--- src/rtl/parity_pkg.sv ---
// rtl/parity_pkg.sv - shared types and constants for the serial frame receiver
package parity_pkg;

  typedef enum logic [1:0] {
    IDLE   = 2'd0,
    DATA   = 2'd1,
    PARITY = 2'd2,
    STOP   = 2'd3
  } rx_state_t;

  localparam logic [7:0] ERR_CNT_MAX = 8'd255;

endpackage

--- src/rtl/parity_acc.sv ---
// rtl/parity_acc.sv - 1-bit running XOR accumulator with clear and enable
module parity_acc (
  input  logic clk_i,
  input  logic rst_i,
  input  logic clr_i,
  input  logic en_i,
  input  logic d_i,
  output logic q_o
);

  logic acc_q;
  logic acc_d;

  // Clear has priority so a new frame starts from a known zero.
  always_comb begin
    acc_d = acc_q;
    if (clr_i) begin
      acc_d = 1'b0;
    end else if (en_i) begin
      acc_d = acc_q ^ d_i;
    end
  end

  always_ff @(posedge clk_i) begin
    if (rst_i) begin
      acc_q <= 1'b0;
    end else begin
      acc_q <= acc_d;
    end
  end

  assign q_o = acc_q;

endmodule

--- src/rtl/parity_frame_rx.sv ---
// rtl/parity_frame_rx.sv - serial start/data/parity/stop deframer with parity check and error count
module parity_frame_rx
  import parity_pkg::*;
#(
  parameter int DATA_W     = 8,
  parameter bit ODD_PARITY = 1'b0
) (
  input  logic              clk_i,
  input  logic              rst_i,
  input  logic              in_i,
  input  logic              clr_cnt_i,
  output logic [DATA_W-1:0] data_o,
  output logic              valid_o,
  output logic              par_err_o,
  output logic              frame_err_o,
  output logic              busy_o,
  output logic [7:0]        err_cnt_o
);

  localparam int IDX_W = (DATA_W > 1) ? $clog2(DATA_W) : 1;
  localparam logic [IDX_W-1:0] LAST_IDX = IDX_W'(DATA_W - 1);

  rx_state_t         state_q, state_d;
  logic [IDX_W-1:0]  idx_q, idx_d;
  logic [DATA_W-1:0] sh_q, sh_d;
  logic [DATA_W-1:0] data_q, data_d;
  logic              valid_q, valid_d;
  logic              perr_q, perr_d;
  logic              ferr_q, ferr_d;
  logic [7:0]        cnt_q, cnt_d;
  logic              acc_clr, acc_en, acc_q;
  logic              frame_done;

  parity_acc u_acc (
    .clk_i (clk_i),
    .rst_i (rst_i),
    .clr_i (acc_clr),
    .en_i  (acc_en),
    .d_i   (in_i),
    .q_o   (acc_q)
  );

  always_comb begin
    state_d    = state_q;
    idx_d      = idx_q;
    sh_d       = sh_q;
    data_d     = data_q;
    valid_d    = 1'b0;
    perr_d     = perr_q;
    ferr_d     = ferr_q;
    acc_clr    = 1'b0;
    acc_en     = 1'b0;
    frame_done = 1'b0;
    case (state_q)
      IDLE: begin
        if (!in_i) begin
          state_d = DATA;
          idx_d   = '0;
          acc_clr = 1'b1;
        end
      end
      DATA: begin
        sh_d[idx_q] = in_i;
        acc_en      = 1'b1;
        if (idx_q == LAST_IDX) begin
          state_d = PARITY;
        end else begin
          idx_d = idx_q + 1'b1;
        end
      end
      PARITY: begin
        acc_en  = 1'b1;
        state_d = STOP;
      end
      STOP: begin
        // Accumulator now holds XOR of data and parity bits.
        state_d    = IDLE;
        frame_done = 1'b1;
        data_d     = sh_q;
        valid_d    = 1'b1;
        perr_d     = acc_q ^ ODD_PARITY;
        ferr_d     = ~in_i;
      end
      default: state_d = IDLE;
    endcase
  end

  // Clear beats a coincident increment.
  always_comb begin
    cnt_d = cnt_q;
    if (clr_cnt_i) begin
      cnt_d = '0;
    end else if (frame_done && (perr_d || ferr_d) && (cnt_q != ERR_CNT_MAX)) begin
      cnt_d = cnt_q + 8'd1;
    end
  end

  always_ff @(posedge clk_i) begin
    if (rst_i) begin
      state_q <= IDLE;
      idx_q   <= '0;
      sh_q    <= '0;
      data_q  <= '0;
      valid_q <= 1'b0;
      perr_q  <= 1'b0;
      ferr_q  <= 1'b0;
      cnt_q   <= '0;
    end else begin
      state_q <= state_d;
      idx_q   <= idx_d;
      sh_q    <= sh_d;
      data_q  <= data_d;
      valid_q <= valid_d;
      perr_q  <= perr_d;
      ferr_q  <= ferr_d;
      cnt_q   <= cnt_d;
    end
  end

  assign data_o      = data_q;
  assign valid_o     = valid_q;
  assign par_err_o   = perr_q;
  assign frame_err_o = ferr_q;
  assign busy_o      = (state_q != IDLE);
  assign err_cnt_o   = cnt_q;

endmodule
--- config.mk ---
export PLATFORM = sky130hd
export DESIGN_NAME = parity_frame_rx
export DESIGN_NICKNAME = d
export VERILOG_FILES = /design/src/rtl/parity_pkg.sv /design/src/rtl/parity_acc.sv /design/src/rtl/parity_frame_rx.sv
export SDC_FILE = /design/constraint.sdc
export NUM_CORES = 1
export LEC_CHECK = 0
export BUFFER_PORTS_ARGS = -buffer_cell sky130_fd_sc_hd__buf_2
export CAP_MARGIN = 20
export CORE_UTILIZATION = 55
export DETAILED_ROUTE_END_ITERATION = 10
export PLACE_DENSITY = 0.83
export SYNTH_ARGS = -nofsm -noshare
export SYNTH_HDL_FRONTEND = slang
export SYNTH_SLANG_ARGS = --single-unit
--- constraint.sdc ---
create_clock -name clk_i -period 3 [get_ports clk_i]
set_input_delay 0.6 -clock clk_i [delete_from_list [all_inputs] [get_ports clk_i]]
set_output_delay 0.6 -clock clk_i [all_outputs]
set_load 0.02 [all_outputs]
### Yosys cells after proc, flatten, opt, wreduce, memory -nomap -nowiden

Index checks and enable logic that the tools add are counted.

| storage, ports and cells | value |
|---|---|
| flip-flop bits (word level) | 33 |
| input port bits | 4 |
| logic and storage cells | 50 |

| cells by class | value |
|---|---|
| add/sub/neg operators | 2 |
| magnitude comparators | 2 |
| equal/unequal tests | 8 |
| multiplexer cells | 15 |
| bitwise gates (word level) | 2 |
| reduce and logical (&&, ||, !) cells | 12 |

Operator list:

| cell | number |
|---|---|
| $add 8x1->8 const B | 1 |
| $bwmux 8 | 1 |
| $ne 8x8->1 const B | 1 |
| $pmux 2 s4 | 1 |
| $mux 1 | 7 |
| $mux 3 | 2 |
| $ne 2x2->1 const B | 3 |
| $pmux 3 s2 | 1 |
| $reduce_or 2->1 | 3 |
| $eq 2x2->1 const B | 2 |
| $lt 3x4->1 const B | 1 |
| $mux 2 | 2 |
| $reduce_bool 2->1 | 2 |
| $add 3x1->3 const B | 1 |
| $demux 1 s3 | 1 |
| $eq 3x3->1 const B | 1 |
| $ge 3x1->1 const B | 1 |
| $logic_and 1x1->1 | 3 |
| $reduce_and 3->1 | 1 |
| $eq 2x1->1 const B | 1 |
| $logic_not 2->1 | 1 |
| $reduce_and 2->1 | 1 |
| $logic_or 1x1->1 | 1 |
| $not 1->1 | 1 |
| $xor 1x1->1 | 1 |

### Logic depth before layout (Yosys ltp)

| depth | value |
|---|---|
| word-level depth | 5 |
| gate-level depth with buffers | 6 |

### Cells and area by module

From an unflattened synthesis, not the netlist that was laid out.

| second synthesis, totals | value |
|---|---|
| cells, all modules | 164 |
| area, all modules | 1,529.0 µm² |

Modules (own cells, without submodules):

| module | times used | cells each | area an instance (µm²) | seq. area each (µm²) |
|---|---|---|---|---|
| parity_frame_rx | 1 | 160 | 1,478.9 | 640.6 |
| parity_acc | 1 | 4 | 50.0 | 20.0 |

### Worst setup path before layout

Ideal clock, no wire load.

| timing | value |
|---|---|
| path type | input port to flip-flop |
| from | in in_i |
| to | reg cnt_q[7], in the netlist err_cnt_o[7] |
| setup time | 95 ps |
| data arrival time | 1,441 ps |
| setup slack | 1,464 ps |
| stages on the path | 3 |
| cells stage by stage | nor2b_4 > or4_1 > a221oi_1 |

| between the ends | value |
|---|---|
| longest elaborated chain between the ends | 5 |

Ends and longest elaborated chain:

| element | RTL line | source |
|---|---|---|
| from (decl) | parity_frame_rx.sv:10 | `input logic in_i,` |
| $not 1->1 | parity_frame_rx.sv:82 | `ferr_d = ~in_i;` |
| $mux 1 | parity_frame_rx.sv:54 | `case (state_q)` |
| $logic_or 1x1->1 | parity_frame_rx.sv:93 | `end else if (frame_done && (perr_d \|\| ferr_d) && (cnt_q != ERR_CNT_MAX)) begin` |
| $logic_and 1x1->1 (2 in series) | parity_frame_rx.sv:93 |  |
| to (signal assigned) | parity_frame_rx.sv:116 | `cnt_q <= cnt_d;` |
| to (decl) | parity_frame_rx.sv:30 | `logic [7:0] cnt_q, cnt_d;` |

Every way passes these cells.
A chain may end at the register's enable or synchronous reset.

### Worst setup path after layout

| timing | value |
|---|---|
| from | reg state_q[0] |
| to | out busy_o |

| between the ends | value |
|---|---|
| longest elaborated chain between the ends | 1 |

Ends and longest elaborated chain:

| element | RTL line | source |
|---|---|---|
| from (decl) | parity_frame_rx.sv:23 | `rx_state_t state_q, state_d;` |
| from (signal assigned) | parity_frame_rx.sv:109 | `state_q <= state_d;` |
| $reduce_bool 2->1 | parity_frame_rx.sv:124 | `assign busy_o = (state_q != IDLE);` |
| to (decl) | parity_frame_rx.sv:16 | `output logic busy_o,` |

Every way passes these cells.

==> impl_metrics.ini <==
[outcome]
status = finished clean

[yosys]
synth-seq-cells = 33
synthArstFlopShare_pct = 0
ys_warn_count = 0
synth.cell_area_sq_mm = 0.00158
ys_seq_area_share_pct = 41.9
ys.flop_type = dfxtp_1
synth_edf_count = 0
synth_nets = 181
synth.lib_cells_used.distinct = 37
avgSynthCellArea_sq_um = 9.33
synthCells = 169

[die]
coreArea_sq_mm = 0.00273
rows = 19
die_y_microns = 55.5
dieWidth_microns = 55.5
initial_core_util_pct = 57.7
top_level_ports = 24
die-area_sq_mm = 0.00308

[detailed_routing]
drt_pass1_iterations = 4
met3_length_microns = 135
top_layer = met4
drt-wirelength-per-cell_microns = 13.7
vias = 1327
drc = 0
ant_nets = 0
wl_met1_mm = 1.35
dr_wl_met2_mm = 1.53
drt_wl_total_mm = 3.07
drtIter0Drc = 52
vias_per_cell = 5.92

[cells_and_area]
drive_gt1_share_pct = 18.1
final_common_cell = dfxtp_1
area_delta_synth_final_pct = 11.6
mostFrequentLayoutCells = dfxtp_1, nor2_1, buf_2
nets = 204
instances_no_fill = 224
fin_util_pct = 64.3
stdcell_area_sq_mm = 0.00176
antennaDiodeCount = 0

[clock_tree]
clk_pin_slew_worst_paths_ns = 0.10
cts_buffers = 5
ctsRootBufferMaster = clkbuf_4
ctsHoldBuffers = 0
cts_tree = done
ctsLongestPathBuffers = 2
postCtsSetupBuffers = 0
clock-sinks = 33
htree_levels = 2
ctsResizeCount = 0
clk_latency_ns = 0.34

[setup_path]
critical_path.top_delay_family = flip-flops
r2r_setup_slack_ns = 1.19
arrival_ns = 1.30
worstPathRequired_ns = 2.40
crit_chain = inv_1 > ha_1 > inv_1 > buf_2
critPathMaxStageDelay_ns = 0.39
cp_slowest_cell = dfxtp_1
path_class = reg -> out
critPathMaxFanout = 5
cp_num_buf_inv = 3
path_common_cell = inv_1
cp-start-kind = flip-flop
end_kind = output port

[placed_design]
dp.cells = 216
globalplace.congestion = 0.870
dp_hpwl_mm = 2.21
portBuffers = 23
pre_cts_ws_ns = 1.20
postPlaceCellArea_sq_mm = 0.00170

[sta]
setup_violations = 0
fin_crit_ns = 1.90
fin_hold_ws_ns = 0.503
worst_slack_ns = 1.10
hold_viol = 0
fmax_mhz = 525
final.setup_skew_ns = 0.00865
worst_pin_slew_ns = 0.478
maxSlewHeadroom_pct = 68.1
slew_violations = 0
rsz0062_at_grt = false
fin_crit_sh_pct = 63.5
finalSetupTns_ns = 0

[global_routing]
grt_use_total_pct = 22.2
grt_max_degree = 29
grt_pass1_wl_mm = 5.40
grt_pass1_vias = 1241
grt-ovfl-total = 0
antenna_found_initial = 0

[pwr]
power.density_mw_per_mm2 = 587
p_leak_nw = 0.735
ir_drop_mv = 0.536
power_mw = 1.03

[hold_path]
min_path_type = reg -> reg

[job]
cap_violations = 0
==> cells in the mapped netlist, types with 2 or more instances <==
cell	n	area (sq um)
inv_1	7	26.3
a211oi_1	5	37.5
nor2b_1	2	12.5
nand2b_1	2	12.5
nor3b_1	2	15.0
and3_1	2	12.5
nand4_1	5	31.3
and2_1	3	18.8
nand3_1	2	10.0
buf_2	3	15.0
mux2i_1	20	200
a41oi_1	2	17.5
o31ai_1	3	22.5
dfxtp_1	33	661
a21oi_1	7	35.0
nor3_1	3	15.0
nor4bb_1	3	30.0
and4_1	2	17.5
a21boi_0	3	22.5
nor2_1	23	86.3
nand4b_1	4	35.0
clkbuf_1	4	15.0
nand2_1	7	26.3
ha_1	8	100
o21ai_0	2	10.0
==> worst reg2reg max path, stage by stage, from the launching register on <==
cell and delay, ns:
dfxtp_1 0.39, ha_1 0.46, nand4_1 0.17, or4_1 0.48, a221oi_1 0.23
==> flip-flops by register name (all words and copies together) (netlist names) <==
signal and flops:
par_err_o 1, err_cnt_o 8, idx_q 3, u_acc.q_o 1, sh_q 8, data_o 8
valid_o 1, state_q 2, frame_err_o 1
==> cells by family after synthesis <==
logic type                 Yosys count  share of synthesized area, %
muxes                               20                          12.7
buffers and inverters               15                          3.81
AOI/OAI and AO/OA                   25                          10.7
and+or+nand+nor                     67                          24.0
xor gates and xnor gates             1                         0.556
adders and majority gates            8                          6.35
DFF                                 33                          41.9
==> where the power goes <==
group,total [mW],internal (mW),switching (mW)
Sequential,0.496,0.465,0.0307
Clock,0.239,0.0881,0.151
Combinational,0.299,0.114,0.185
Total,1.03,0.667,0.367
==> layer usage <==
metal / global-route usage (%) / up-vias
met1: 25.9 / 626
li1: - / 658
met2: 37.3 / 35
met3: 7.73 / 8
met4: 8.21 / 0
met5: 0 / -
==> path summary, 6_finish.rpt <==
path,endpoint,start,depth (start not counted)
max,busy_o,state_q[0]$_SDFFE_PP0P_,4
min,err_cnt_o[7]$_SDFFE_PP0P_,err_cnt_o[7]$_SDFFE_PP0P_,2
max reg2reg,err_cnt_o[7]$_SDFFE_PP0P_,state_q[0]$_SDFFE_PP0P_,4
min reg2reg,err_cnt_o[7]$_SDFFE_PP0P_,err_cnt_o[7]$_SDFFE_PP0P_,2
==> area by class of cell <==
cell class                 count  area, sq um
fill                         233          975
tap                           31         38.8
clock buffer                   5         37.5
clock inverter                 3         17.5
timing repair buffer          24          123
inverter                       7         26.3
multi-input combinational    121          856
sequential                    33          661
(Power assumes the default switching activity.)
